File: src/rtl/mem_rmw_unit.sv
// mem_rmw_unit: sub-dword load/store engine over a 64-bit word-addressed memory.
// Loads extract and sign/zero-extend a byte, half, word or dword field. Sub-dword
// stores read the enclosing dword, merge the new bytes and write it back. Dword
// stores write directly. Misaligned requests finish in one cycle without memory traffic.
//
// Ports:
//   i_clk, i_reset        clock, synchronous active-low reset
//   i_start               request strobe, sampled only when idle
//   i_op_store            1 = store, 0 = load
//   i_size                0 = byte, 1 = half, 2 = word, 3 = dword
//   i_sign_ext            loads: 1 = sign-extend, 0 = zero-extend
//   i_addr                byte address
//   i_store_data          store value in the low bytes
//   o_mem_addr            dword-aligned memory address
//   o_mem_rd, o_mem_wr    memory read / write strobes
//   o_mem_wdata           dword written on o_mem_wr
//   i_mem_rdata           read data, valid the cycle after o_mem_rd
//   o_busy, o_done        engine busy, one-cycle completion pulse
//   o_misaligned          qualifies o_done
//   o_load_data           extended load result, held until the next load completes
module mem_rmw_unit #(
  parameter int unsigned ADDR_W = 64,
  parameter int unsigned DATA_W = 64
) (
  input  logic              i_clk,
  input  logic              i_reset,
  input  logic              i_start,
  input  logic              i_op_store,
  input  logic [1:0]        i_size,
  input  logic              i_sign_ext,
  input  logic [ADDR_W-1:0] i_addr,
  input  logic [DATA_W-1:0] i_store_data,
  output logic [ADDR_W-1:0] o_mem_addr,
  output logic              o_mem_rd,
  output logic              o_mem_wr,
  output logic [DATA_W-1:0] o_mem_wdata,
  input  logic [DATA_W-1:0] i_mem_rdata,
  output logic              o_busy,
  output logic              o_done,
  output logic              o_misaligned,
  output logic [DATA_W-1:0] o_load_data
);

  typedef enum logic [2:0] {StIdle, StRead, StWait, StWrite, StDone} state_e;

  state_e              r_state;
  state_e              w_state_next;
  logic                r_op_store;
  logic [1:0]          r_size;
  logic                r_sign_ext;
  logic [ADDR_W-1:0]   r_addr;
  logic [DATA_W-1:0]   r_store_data;
  logic [DATA_W-1:0]   r_rdata;
  logic                r_misaligned;
  logic [DATA_W-1:0]   r_load_data;

  logic                w_misaligned_in;
  logic [2:0]          w_offset;
  logic [7:0]          w_byte_en;
  logic [DATA_W-1:0]   w_shifted_sd;
  logic [DATA_W-1:0]   w_merged;
  logic [DATA_W-1:0]   w_field;
  logic [DATA_W-1:0]   w_extract;

  // Alignment of the incoming request, judged before it is latched.
  always_comb begin
    w_misaligned_in = 1'b0;
    case (i_size)
      2'd0:    w_misaligned_in = 1'b0;
      2'd1:    w_misaligned_in = i_addr[0];
      2'd2:    w_misaligned_in = |i_addr[1:0];
      default: w_misaligned_in = |i_addr[2:0];
    endcase
  end

  assign w_offset = r_addr[2:0];

  // Store merge: byte enables and store data both moved up to the byte offset.
  always_comb begin
    w_byte_en = 8'h00;
    case (r_size)
      2'd0:    w_byte_en = 8'h01 << w_offset;
      2'd1:    w_byte_en = 8'h03 << w_offset;
      2'd2:    w_byte_en = 8'h0F << w_offset;
      default: w_byte_en = 8'hFF;
    endcase
  end

  assign w_shifted_sd = r_store_data << {w_offset, 3'b000};

  always_comb begin
    w_merged = r_rdata;
    for (int i = 0; i < 8; i++) begin
      if (w_byte_en[i]) w_merged[8*i +: 8] = w_shifted_sd[8*i +: 8];
    end
  end

  // Load extract works on the live read data so the result is ready on entry to DONE.
  assign w_field = i_mem_rdata >> {w_offset, 3'b000};

  always_comb begin
    w_extract = w_field;
    case (r_size)
      2'd0:    w_extract = {{56{r_sign_ext & w_field[7]}},  w_field[7:0]};
      2'd1:    w_extract = {{48{r_sign_ext & w_field[15]}}, w_field[15:0]};
      2'd2:    w_extract = {{32{r_sign_ext & w_field[31]}}, w_field[31:0]};
      default: w_extract = w_field;
    endcase
  end

  always_comb begin
    w_state_next = r_state;
    case (r_state)
      StIdle: begin
        if (i_start) begin
          if (w_misaligned_in)                 w_state_next = StDone;
          else if (i_op_store && i_size == 2'd3) w_state_next = StWrite;
          else                                 w_state_next = StRead;
        end
      end
      StRead:  w_state_next = StWait;
      StWait:  w_state_next = r_op_store ? StWrite : StDone;
      StWrite: w_state_next = StDone;
      StDone:  w_state_next = StIdle;
      default: w_state_next = StIdle;
    endcase
  end

  always_ff @(posedge i_clk) begin
    if (!i_reset) begin
      r_state      <= StIdle;
      r_op_store   <= 1'b0;
      r_size       <= 2'd0;
      r_sign_ext   <= 1'b0;
      r_addr       <= '0;
      r_store_data <= '0;
      r_rdata      <= '0;
      r_misaligned <= 1'b0;
      r_load_data  <= '0;
    end else begin
      r_state <= w_state_next;
      if (r_state == StIdle && i_start) begin
        r_op_store   <= i_op_store;
        r_size       <= i_size;
        r_sign_ext   <= i_sign_ext;
        r_addr       <= i_addr;
        r_store_data <= i_store_data;
        r_misaligned <= w_misaligned_in;
      end
      if (r_state == StWait) begin
        r_rdata <= i_mem_rdata;
        if (!r_op_store) r_load_data <= w_extract;
      end
    end
  end

  assign o_mem_addr   = {r_addr[ADDR_W-1:3], 3'b000};
  assign o_mem_rd     = (r_state == StRead);
  assign o_mem_wr     = (r_state == StWrite);
  assign o_mem_wdata  = (r_state == StWrite) ? w_merged : '0;
  assign o_busy       = (r_state != StIdle);
  assign o_done       = (r_state == StDone);
  assign o_misaligned = (r_state == StDone) && r_misaligned;
  assign o_load_data  = r_load_data;

endmodule

File: config.mk
export PLATFORM = sky130hd
export DESIGN_NAME = mem_rmw_unit
export DESIGN_NICKNAME = d
export VERILOG_FILES = /design/src/rtl/mem_rmw_unit.sv
export SDC_FILE = /design/constraint.sdc
export NUM_CORES = 1
export LEC_CHECK = 0
export CELL_PAD_IN_SITES_DETAIL_PLACEMENT = 1
export CELL_PAD_IN_SITES_GLOBAL_PLACEMENT = 2
export CORE_ASPECT_RATIO = 2
export CORE_MARGIN = 3
export CORE_UTILIZATION = 29
export CTS_BUF_LIST = sky130_fd_sc_hd__clkbuf_2 sky130_fd_sc_hd__clkbuf_4 sky130_fd_sc_hd__clkbuf_8
export CTS_CLUSTER_SIZE = 20
export DETAILED_ROUTE_END_ITERATION = 6
export HOLD_SLACK_MARGIN = 0.02
export PLACE_DENSITY_LB_ADDON = 0.1
export SETUP_SLACK_MARGIN = 0.4
export SLEW_MARGIN = 20
export SYNTH_ARGS = -nofsm -noshare
export SYNTH_HDL_FRONTEND = slang
export SYNTH_SLANG_ARGS = --single-unit
File: constraint.sdc
create_clock -name i_clk -period 3.1 [get_ports i_clk]
set_clock_uncertainty 0.2 [all_clocks]
set_input_delay 0.62 -clock i_clk [delete_from_list [all_inputs] [get_ports i_clk]]
set_output_delay 0.62 -clock i_clk [all_outputs]
set_load 0.1 [all_outputs]
==> summary.md <==
| Metric | Value |
|---|---|
| Status | complete, but fails checks |
| Failing checks | setup timing |
| Fin. Hold Viols | 0 |
| Final Core Density | around 48% |
| HP Start | r_addr[33]$_SDFFE_PN0P_ |
| Int Pwr | roughly 7000 uW |
| Num CTS Buffers | 43 |
| Pwr Total | between 10000 and 15000 uW |
| Setup slack after layout | -0.429 ns |
| Via count | ~16000 |
| Share of cells above drive strength 1 | a little over a third |
| Reg2reg setup slack | 0.46 ns |
| Yosys reg bits | between 200 and 300 |
| HP Class | reg -> reg |
| Switching Share | 37.8% |
| First-pass GRT wire length | about 120000 um |
| Global route overflow | 0 |
| Cell depth of the worst flop-to-flop path | 12 |
| Routed Antenna Nets | 0 |
| Max-cap violations | 0 |
| Crit-path cells | inv_4 -> ha_4 -> or2_4 -> mux2_4 -> a21o_4 -> a311oi_4 -> buf_12 |
| Max Clock Freq | ~280 MHz |
| Crit end category | output port |
| Slew @ Worst Pin | a little over 0.8 ns |
| Worst EP arrival | about 2.7 ns |
| Initial DRT Pass Iterations | 5 |
| Ys flop type | dfxtp_1 |
| Crit Path Class | reg -> out |
| Pre-CTS WS | -0.0977 ns |
| Die ar. | 54200 um^2 |
| Post-Syn Area | ~15000 um^2 |
| Vias per Instance | between 5 and 6 |
| Gate Count Post-Synth | 1833 |
| Slew headroom | between 40% and 50% |
| Worst Hold Path EP | r_addr[33]$_SDFFE_PN0P_ |
| Clock transition at path regs | about 0.06 ns |
| CTS max path bufs | 3 |
| CTS Root Cell | clkbuf_8 |
| Commonest non-fill, non-tap cell in the layout | nand2_1 |
| RSZ-0062 raised after global routing | yes |
| Synth unique cells | 58 |
| Cell row count | about 120 |
| CTS Hold Buffers Added | 0 |
| Startpoint types | flip-flop |
| Core footprint | approximately 50000 um^2 |
| IO Port Bufs | roughly 390 |
| DRC | 0 |
| Sequential share of power | between 30 and 40% |
| Lkg Pwr | just under 0.009 uW |
| Iteration-0 DRC Markers | 718 |
| Worst r2r dst | o_load_data[43]$_SDFFE_PN0P_ |
| Most frequent cells in the layout | nand2_1 (490), buf_4 (292), dfxtp_1 (256), clkdlybuf4s50_1 (197), a21boi_0 (196) |
| PwrDens | around 470 nW/um^2 |
| Logic gate share of total power | 34.8% |
| CP delay by family, top | compound AO/OA/AOI/OAI gates |
| Die width | 166 um |
| Area delta synth->final | 61.9% |
| Syn_area_per_cell | just over 8 um^2 |
| Max incr delay on CP | 0.36 ns |
| I/O Pins | 396 |
| Average wire per standard cell | 27.2 um |
| Final min period | roughly 3.5 ns |
| Setup TNS | -18.43 ns |
| Htree depth | 2 |
| Number of synthesized flops with an enable pin | 0 |
| Worst path bufs/invs | 2 |
| Largest net degree at the start of global routing | 83 |
| Clock Sinks | roughly 260 |
| Syn. warnings | 0 |
| Global placement routability congestion | a little under 1 |
| Chip height | approximately 330 um |
| NetSw | around 4300 uW |
| Clock power share | 31.6% |
| Initial antenna violation count | 5 |
| Initial Util | slightly below 30% |
| Tot GR Track Use | 29.0% |
| Max VDD drop | 385 uV |
| Clock latency on the worst-skew pair | around 0.63 ns |
| Final setup violation count | between 50 and 60 |
| Crit Path Max Fanout | 8 |
| Required time worst endpoint | ~2.3 ns |
| Final net count | roughly 2500 |
| WHS Path Cells | 2 |
| Critical path's slowest cell | dfxtp_2 |
| Max-slew violation count | 0 |
| Fin crit share | 114% |
| Total routed wirelength | ~81000 um |
| Filler cells | ~5700 |
| CTS tree | built |
| Post-DP HPWL | between 60000 and 70000 um |
| Worst r2r src | r_addr[1]$_SDFFE_PN0P_ |
| Vias in the first global route | 16975 |
| Crit. Startpoint | r_size[0]$_SDFFE_PN0P_ |
| Register area share after synthesis | around 36% |
| Async SR Flop Fraction | 0% |
-- registers in the layout, summed over array words and instances (netlist names) --
register,flops
o_load_data,64
r_addr,64
r_misaligned,1
r_op_store,1
r_rdata,64
r_sign_ext,1
r_size,2
r_state,3
r_store_data,64
-- layout make-up --
class / count / area (um^2) / share of cell area, %
Antenna cell: 5 / 12.5 / 0.0520
Clock buffer: 68 / 836 / 3.47
Clock inverter: 10 / 143 / 0.593
Inverter: 9 / 56.3 / 0.234
Multi-Input combinational cell: 1347 / 9940 / 41.3
Sequential cell: 264 / 5310 / 22.1
Tap cell: 649 / 812 / 3.38
Timing Repair Buffer: 637 / 6950 / 28.9
-- per-stage QoR --
stage / cells / cell area [um^2] / hold slack, ns
finish: 2989 / 24100 / 0.264
global route: 2987 / 24100 / 0.265
CTS: 2966 / 23700 / 0.200
detailed placement: 2816 / 21000 / 0.259
global placement: 2816 / 21000 / 0.250
floorplan: 1835 / 15800 / 0.239
-- per-layer routing --
| layer | up-vias | GRT usage, % | share of wire (%) |
|---|---|---|---|
| met5 | - | 0 | 0.016 |
| met4 | 2 | 20.4 | 8.8 |
| met3 | 220 | 4.44 | 4.3 |
| met2 | 567 | 54.6 | 53 |
| met1 | 7771 | 28.6 | 34 |
| li1 | 7265 | - | - |
-- tightest hold or removal path, delay by kind of cell (launching register included) --
kind | cells | cell delay (ns)
AOI/OAI and AO/OA | 1 | 0.06
and+or+nand+nor | 1 | 0.05
DFF | 1 | 0.31
-- synth_stat cells, types with 5 or more instances --
master | n | share of area, %
o211a_1 | 8 | 0.54
mux2_2 | 16 | 1.2
a311oi_1 | 8 | 0.47
nor3_1 | 6 | 0.20
nand3_1 | 15 | 0.51
clkbuf_1 | 100 | 2.5
a221oi_1 | 7 | 0.41
nor3b_1 | 12 | 0.61
a2bb2oi_1 | 7 | 0.41
a21oi_2 | 9 | 0.53
o21ai_1 | 5 | 0.17
o211ai_1 | 9 | 0.45
and2_1 | 9 | 0.38
a21oi_1 | 108 | 3.6
a31oi_1 | 9 | 0.38
nor2b_1 | 9 | 0.38
a22oi_1 | 40 | 2.0
a211oi_1 | 17 | 0.86
mux2i_1 | 74 | 5.0
nor2_1 | 103 | 2.6
a21boi_0 | 196 | 9.9
o22ai_1 | 6 | 0.25
mux4_2 | 42 | 6.4
inv_1 | 7 | 0.18
ha_1 | 5 | 0.42
o221ai_1 | 17 | 1.0
o21ai_0 | 71 | 2.4
buf_4 | 75 | 3.8
nand2_1 | 505 | 13
buf_6 | 6 | 0.45
dfxtp_1 | 264 | 36
buf_1 | 5 | 0.13
buf_2 | 31 | 1.0
-- worst max path at each step --
| stage | endpoint | cells past startpoint | slack (ns) |
|---|---|---|---|
| 2_1_floorplan | o_mem_wdata[56] | 7 | -0.17 |
| 3_3_place_gp | o_mem_wdata[58] | 7 | -0.13 |
| 3_5_place_dp | o_mem_wdata[58] | 7 | -0.1 |
| 4_1_cts | o_mem_wdata[56] | 7 | -0.49 |
| 5_1_grt | o_mem_wdata[56] | 7 | -0.51 |
| 6_report | o_mem_wdata[59] | 7 | -0.43 |
-- power by group through the flow --
stage / sequential, uW / combinational [uW] / clock, uW
floorplan: 4040 / 1940 / 0
global placement: 3880 / 3360 / 0
detailed placement: 3890 / 3390 / 0
CTS: 3810 / 3850 / 3700
global route: 3830 / 4110 / 3810
finish: 3810 / 3930 / 3580
-- cell families (layout without fill, tap and decap cells) --
group / count (synthesis) / after routing / share of synthesized area, %
adder cells (fa/ha/maj): 5 / 5 / 0.421
flip-flops: 264 / 264 / 35.6
buffers and inverters: 226 / 724 / 8.17
AO/OA/AOI/OAI: 532 / 534 / 24.9
AND/OR/NAND/NOR: 672 / 672 / 18.2
other: 1 / 8 / 0.0252
multiplexers: 133 / 133 / 12.7
-- timing repair --
action | CTS | global route
setup buffers | 57 | 17
hold endpoints to repair | 0 | 0
gates cloned | 15 | 1
resized for setup | 212 | 38
setup endpoints to repair | 116 | 112
pin swaps | 58 | 24
No activity file was read; power rests on OpenSTA's default activity.
